===== src/rtl/kanade_mem_arbiter.sv =====
// kanade_mem_arbiter
//
// Shares one single-port synchronous main RAM between the video fetch master (m0),
// the CPU data port (m1) and the CPU instruction fetch port (m2). At most one RAM
// access is issued per cycle. Read data is routed back to the originating master
// after the fixed RAM read latency by a small tag pipeline.
//
// Priority: video first, but once video has been granted STARVE_MAX times in a
// row while a CPU port was waiting, the next slot goes to the CPU. The two CPU
// ports share CPU slots by round-robin.

module kanade_mem_arbiter #(
  parameter int unsigned RAM_AW     = 14, // RAM word-address width
  parameter int unsigned RD_LAT     = 1,  // RAM read latency, 1..4
  parameter int unsigned STARVE_MAX = 4   // video grants allowed while CPU waits, 1..15
) (
  input  logic              clk,
  input  logic              reset_n,

  // Video read master
  input  logic              m0_req,
  input  logic [31:0]       m0_addr,
  output logic              m0_gnt,
  output logic              m0_rvalid,

  // CPU data master
  input  logic              m1_req,
  input  logic              m1_we,
  input  logic [3:0]        m1_be,
  input  logic [31:0]       m1_addr,
  input  logic [31:0]       m1_wdata,
  output logic              m1_gnt,
  output logic              m1_rvalid,

  // CPU instruction fetch master
  input  logic              m2_req,
  input  logic [31:0]       m2_addr,
  output logic              m2_gnt,
  output logic              m2_rvalid,

  // Shared read data, qualified by mN_rvalid
  output logic [31:0]       rdata,

  // RAM macro interface
  output logic              ram_en,
  output logic              ram_we,
  output logic [3:0]        ram_be,
  output logic [RAM_AW-1:0] ram_addr,
  output logic [31:0]       ram_wdata,
  input  logic [31:0]       ram_rdata
);

  // Master identifiers carried down the read-return pipeline.
  typedef enum logic [1:0] {
    MstVideo = 2'd0,
    MstData  = 2'd1,
    MstFetch = 2'd2
  } mst_e;

  localparam logic [3:0] StarveMax = 4'(STARVE_MAX);

  // Arbitration terms
  logic              cpu_req;
  logic              starve;
  logic              win_video;
  logic              win_data;
  logic              win_fetch;
  logic              grant_any;

  // Arbiter state: rr=0 prefers m1, rr=1 prefers m2; cnt counts video grants
  // taken while a CPU request was waiting.
  logic              rr_q, rr_d;
  logic [3:0]        cnt_q, cnt_d;

  // Read-return tag pipeline, stage RD_LAT-1 lines up with ram_rdata.
  logic              push_vld;
  mst_e              push_id;
  logic [RD_LAT-1:0] tag_vld_q;
  mst_e              tag_id_q [RD_LAT];

  // Word addresses; byte offset and bits above the RAM size are ignored so
  // out-of-range addresses alias into the RAM.
  logic [RAM_AW-1:0] word0;
  logic [RAM_AW-1:0] word1;
  logic [RAM_AW-1:0] word2;
  logic              unused_addr_bits;

  assign word0 = m0_addr[RAM_AW+1:2];
  assign word1 = m1_addr[RAM_AW+1:2];
  assign word2 = m2_addr[RAM_AW+1:2];

  assign unused_addr_bits = ^{m0_addr[31:RAM_AW+2], m0_addr[1:0],
                              m1_addr[31:RAM_AW+2], m1_addr[1:0],
                              m2_addr[31:RAM_AW+2], m2_addr[1:0]};

  // Pick a winner: starvation override, then video, then CPU by round-robin.
  always_comb begin
    cpu_req   = m1_req | m2_req;
    starve    = cpu_req && (cnt_q >= StarveMax);
    win_video = m0_req && !starve;
    win_data  = !win_video && m1_req && (!m2_req || !rr_q);
    win_fetch = !win_video && m2_req && !win_data;
  end

  // Grants are held low while reset is asserted so nothing reaches the RAM.
  always_comb begin
    m0_gnt    = reset_n & win_video;
    m1_gnt    = reset_n & win_data;
    m2_gnt    = reset_n & win_fetch;
    grant_any = m0_gnt | m1_gnt | m2_gnt;
  end

  // Drive the RAM command from the granted master.
  always_comb begin
    ram_en    = grant_any;
    ram_we    = m1_gnt & m1_we;
    ram_be    = m1_gnt ? m1_be : 4'b1111;
    ram_wdata = m1_wdata;
    if (m1_gnt) begin
      ram_addr = word1;
    end else if (m2_gnt) begin
      ram_addr = word2;
    end else begin
      ram_addr = word0;
    end
  end

  // Next-state for the arbiter registers and the tag pushed this cycle.
  always_comb begin
    // A video grant only advances the count while the CPU is kept waiting;
    // any CPU grant or an idle CPU clears it.
    cnt_d = '0;
    if (m0_gnt && cpu_req) begin
      cnt_d = cnt_q + 4'd1;
    end

    rr_d = rr_q;
    if (m1_gnt) begin
      rr_d = 1'b1;
    end else if (m2_gnt) begin
      rr_d = 1'b0;
    end

    // Writes and idle cycles push an empty slot so later reads stay aligned.
    push_vld = grant_any && !ram_we;
    push_id  = MstVideo;
    if (m1_gnt) begin
      push_id = MstData;
    end else if (m2_gnt) begin
      push_id = MstFetch;
    end
  end

  // Arbiter state registers.
  always_ff @(posedge clk or negedge reset_n) begin
    if (!reset_n) begin
      rr_q  <= 1'b0;
      cnt_q <= '0;
    end else begin
      rr_q  <= rr_d;
      cnt_q <= cnt_d;
    end
  end

  // Tag pipeline; reset drops any reads still in flight.
  always_ff @(posedge clk or negedge reset_n) begin
    if (!reset_n) begin
      tag_vld_q <= '0;
      for (int unsigned i = 0; i < RD_LAT; i++) begin
        tag_id_q[i] <= MstVideo;
      end
    end else begin
      tag_vld_q[0] <= push_vld;
      tag_id_q[0]  <= push_id;
      for (int unsigned i = 1; i < RD_LAT; i++) begin
        tag_vld_q[i] <= tag_vld_q[i-1];
        tag_id_q[i]  <= tag_id_q[i-1];
      end
    end
  end

  // Steer the returning read to its owner; data is passed straight through.
  always_comb begin
    m0_rvalid = tag_vld_q[RD_LAT-1] && (tag_id_q[RD_LAT-1] == MstVideo);
    m1_rvalid = tag_vld_q[RD_LAT-1] && (tag_id_q[RD_LAT-1] == MstData);
    m2_rvalid = tag_vld_q[RD_LAT-1] && (tag_id_q[RD_LAT-1] == MstFetch);
    rdata     = ram_rdata;
  end

endmodule


===== config.mk =====
export PLATFORM = sky130hd
export DESIGN_NAME = kanade_mem_arbiter
export DESIGN_NICKNAME = d
export VERILOG_FILES = /design/src/rtl/kanade_mem_arbiter.sv
export SDC_FILE = /design/constraint.sdc
export NUM_CORES = 1
export LEC_CHECK = 0
export ABC_CLOCK_PERIOD_IN_PS = 4540
export BUFFER_PORTS_ARGS = -buffer_cell sky130_fd_sc_hd__buf_4
export CORE_AREA = 4 4 100 102
export DETAILED_ROUTE_END_ITERATION = 7
export DIE_AREA = 0 0 104 106
export GPL_ROUTABILITY_DRIVEN = 0
export GPL_TIMING_DRIVEN = 0
export PLACE_DENSITY_LB_ADDON = 0.08
export RECOVER_POWER = 25
export SETUP_SLACK_MARGIN = 0.3
export SYNTH_ARGS = -nofsm -noshare
export SYNTH_HDL_FRONTEND = slang
export SYNTH_SLANG_ARGS = --single-unit

===== constraint.sdc =====
create_clock -name clk -period 4.54 [get_ports clk]
set_input_delay 0.908 -clock clk [delete_from_list [all_inputs] [get_ports clk]]
set_output_delay 0.908 -clock clk [all_outputs]
set_load 0.05 [all_outputs]

* Word-level counts from Yosys, hierarchy flattened
Index checks and enable logic that the tools add are counted.
Operators by class: equality and inequality tests 2, bitwise operators 7, add/sub/neg operators 1, mux-type cells 8, reduce and logical (&&, ||, !) cells 20, $lt $le $gt $ge 1
Operators by type and width (number):
- $mux W14 | 2
- $logic_and A1 B1 Y1 | 11
- $mux W4 | 2
- $logic_not A1 Y1 | 6
- $add A4 B1 Y4 const B | 1
- $and A1 B1 Y1 | 4
- $ge A4 B3 Y1 const B | 1
- $mux W2 | 2
- $or A1 B1 Y1 | 3
- $eq A2 B1 Y1 const B | 1
- $eq A2 B2 Y1 const B | 1
- $logic_not A2 Y1 | 1
- $mux W1 | 2
- $reduce_bool A2 Y1 | 1
- $logic_or A1 B1 Y1 | 1
Storage, ports and cells: register bits after elaboration 8, output and inout port bits 90, word-level logic and storage cells 43

* Longest topological paths before layout
word-level depth 12, depth in mapped cells 5, mapped depth without buffers 3

* Worst setup path after synthesis
No wires, ideal clock.
path kind input to output, from in m1_req, to out m2_gnt, path slack 1.247 ns, stages 4, arrival time 2.385 ns, data required time 3.632 ns, cells stage by stage nor2b_1 clkbuf_1 buf_2 nor3_1
On the way: word-level cells in the longest chain between the ends 10, elaborated cells on any way between the ends 11, those cells by class 2 x bitwise; 9 x reduce/logical
RTL lines:
- start: declaration | RTL line 27 | input logic m1_req,
- $or A1 B1 Y1 | RTL line 98 | cpu_req = m1_req | m2_req;
- $logic_and A1 B1 Y1 | RTL line 99 | starve = cpu_req && (cnt_q >= StarveMax);
- $logic_not A1 Y1 | RTL line 100 | win_video = m0_req && !starve;
- $logic_and A1 B1 Y1 | RTL line 100
- $logic_not A1 Y1 | RTL line 101, 102
- $logic_and A1 B1 Y1 (2 in series) | RTL line 101 | win_data = !win_video && m1_req && (!m2_req || !rr_q);
- $logic_not A1 Y1 | RTL line 102 | win_fetch = !win_video && m2_req && !win_data;
- $logic_and A1 B1 Y1 * | RTL line 102
- $and A1 B1 Y1 * | RTL line 109 | m2_gnt = reset_n & win_fetch;
- end: declaration | RTL line 38 | output logic m2_gnt,
Mark *: on every way between the ends. The rest lies on a longest branch, timed or not.

* Worst setup path in the final report
from in reset_n, to out ram_addr[5]
On the way: word-level cells in the longest chain between the ends 3, elaborated cells on any way between the ends 4, those cells by class 2 x mux; 2 x bitwise
RTL lines:
- start: declaration | RTL line 18 | input logic reset_n,
- $and A1 B1 Y1 | RTL line 109
- $mux W14 | RTL line 121 | end else if (m2_gnt) begin
- $mux W14 * | RTL line 119 | if (m1_gnt) begin
- end: declaration | RTL line 48 | output logic [RAM_AW-1:0] ram_addr,
Marks and branches as above.

==> metrics.txt <==
drt via density=3.80; Worst-Margin Slew=0.749 ns; post-layout min period=3.58 ns; gr usage total=9.40%; htree depth=1; die area=0.0110 mm2; Sum Neg Setup Slack=0 ns; area of the core=0.00911 mm2; Global Route met1 Usage=11.0%; first-pass GRT wire length=8510 um; clock buffer depth=2; die height=106 um; share of cells above drive strength 1=71.5%; Post-CTS Setup Bufs=0; crit path DAT=2.67 ns; FF+latch count, synth=8; Final HPWL DP=5040 um; startpoint types=input pin; CTS tree=yes; Unique masters post-synth=34; Mapped Cells=144; Area Overhead vs Synth=98.4%; # port buffers=141; Placed Cells=396; ranking of synthesized cells by area=buf_4, dfrtp_1, a2bb2oi_1, o32ai_1, or3_1; mean area per synthesized cell=8.43 um2; row cnt=35; CP Class=in2out; number of detailed-route iterations in the first pass=4; Leakage Power=1.26 nW; clock skew=0.00269 ns; DRC=0; grt ovf=0; ANT cells=0; Clock Sink Count=8; worst skew pair latency=0.22 ns; fillers=998; final instance area=0.00241 mm2; WL final=5720 um; final hold violation count=0; global routing usage on met3=3.10%; Peak Freq=279 MHz; non-filler cells, final=399; Synth top area share=39.6%; dpl ws=1.23 ns; crit end category=output pin; min-delay worst type=reg2reg; commonest register cell after synthesis=dfrtp_1; syn nets=315; worst IR drop on VDD=0.0685 mV; relative slew slack=50.1%; busiest metal layer after global routing=met2; initial antenna violation count=0; total CTS buffers=3; max_cap viols=0; largest area contributor in the netlist=buf_4; DR iter-0 viols=46; vias in the first global route=1657; Post-Synthesis Cell Area=0.00121 mm2; final setup fails=0; outcome=complete, no violations; number of synthesized flops with an enable pin=0; Die Wd=104 um; I/O pin count=260; placed instance area=0.00241 mm2; area of the multi-input gates=472 um2; worst setup margin=0.957 ns; Worst EP required=3.63 ns; Initial Utilization=13.3%; flop2flop setup slack=3.11 ns; Cell Pwr Density=233 mW/mm2; RSZ-0062 raised after global routing=no; drt wl/cell=14.3 um; Via Count=1515; sequential element share of the synthesized area=16.5%; largest net degree at the start of global routing=17; Async SR Flop Fraction=100%; met2 Resource Use GR=16.8%; clock root buffer=clkbuf_8; fin crit share=78.9%; synth warn=0; sequential cell area=200 um2; Max FO, Critical Path=16; DRT antenna net count=0; # nets final=461; post-CTS sizing=0; Clock transition at path regs=0.04 ns; Post-CTS Hold Fix Bufs=0; Slew Limit Fails=0
-- final cells by class --
cell class / count / area share [%]
inverter: 3 / 0.468
timing repair buffer: 141 / 42.1
multi-input combinational: 61 / 19.6
clock buffer: 3 / 1.72
tap: 111 / 5.77
sequential: 8 / 8.32
buffer: 72 / 22.0
-- path summary, 6_finish.rpt --
| check | depth (start not counted) | to | start |
|---|---|---|---|
| worst max-delay path | 5 | ram_addr[5] | reset_n |
| worst min-delay path | 1 | cnt_q[0]$_DFF_PN0_ | cnt_q[0]$_DFF_PN0_ |
| worst max register to register | 3 | tag_vld_q$_DFF_PN0_ | cnt_q[2]$_DFF_PN0_ |
| worst min register to register | 1 | cnt_q[0]$_DFF_PN0_ | cnt_q[0]$_DFF_PN0_ |
| max in group asynchronous | 1 | tag_id_q[0]$_DFF_PN0_ | reset_n |
| min in group asynchronous | 1 | cnt_q[3]$_DFF_PN0_ | reset_n |
-- metrics by stage --
stage | hold slack, ns | total power (W) | utilization (%)
floorplan | 0.418 | 0.000357 | -
global placement | 0.439 | 0.000488 | 26.5
detailed placement | 0.437 | 0.000488 | 26.5
CTS | 0.456 | 0.000576 | 26.9
global route | 0.493 | 0.000595 | 26.4
finish | 0.452 | 0.000561 | 26.4
-- cells in the final DEF, fill, tap and decap left out --
master and count:
nand3_1 2, and3_2 1, and3b_1 1, o21ai_0 1, buf_4 193, o32ai_1 13, nor2b_1 1, nand2_1 1
ha_1 1, nand2b_1 1, conb_1 1, dfrtp_1 8, a32oi_1 1, nor3b_1 1, nor4b_1 2, a21bo_2 1
a21bo_1 1, buf_6 2, or2_2 1, and3_1 2, a21boi_0 1, or3_1 4, buf_2 4, a31oi_1 1
a32o_1 1, inv_1 3, clkbuf_8 3, o22ai_2 1, clkbuf_1 14, nor4_1 1, a2bb2oi_1 13, o22ai_1 1
or3b_1 1, nor3_1 2, nor2_1 2, a21boi_1 1
-- cells in the mapped netlist, drive strengths merged, types with 2 or more instances --
cell type	instances
buf	70
a2bb2oi	13
o32ai	13
dfrtp	8
or3	4
and3	3
inv	3
a21bo	2
a21boi	2
clkbuf	2
nand3	2
nor2	2
nor3	2
nor4b	2
o22ai	2
-- worst max-delay path: stages --
cell and delay, ns:
clkbuf_1 0.55, a21boi_1 0.56, buf_2 0.34, a2bb2oi_1 0.10, buf_4 0.20
-- logic make-up after synthesis --
family	count (synthesis)	synth area share [%]
adders and majority gates	1	1.03
DFF	8	16.5
and+or+nand+nor	23	11.9
other	1	0.309
buffers and inverters	75	44.6
AOI/OAI and AO/OA	36	25.7
-- power by group --
group | switching (W) | internal (W)
clock network | 0.0000266 | 0.0000573
registers | 0.00000481 | 0.0000764
logic | 0.000247 | 0.000149
total | 0.000279 | 0.000283
-- sequential cells by signal (all words and copies together), names as in the netlist --
name       cells
cnt_q          4
rr_q           1
tag_id_q       2
tag_vld_q      1
-- metal layers --
metal  vias up  part of all wire (%)  wire [um]
met3         2                    11        643
li1        749                     -          -
met5         -                     0          0
met1       646                    39       2210
met4         0                  0.47         27
met2       118                    50       2840
Note: power is estimated with default switching activity, not from simulation.
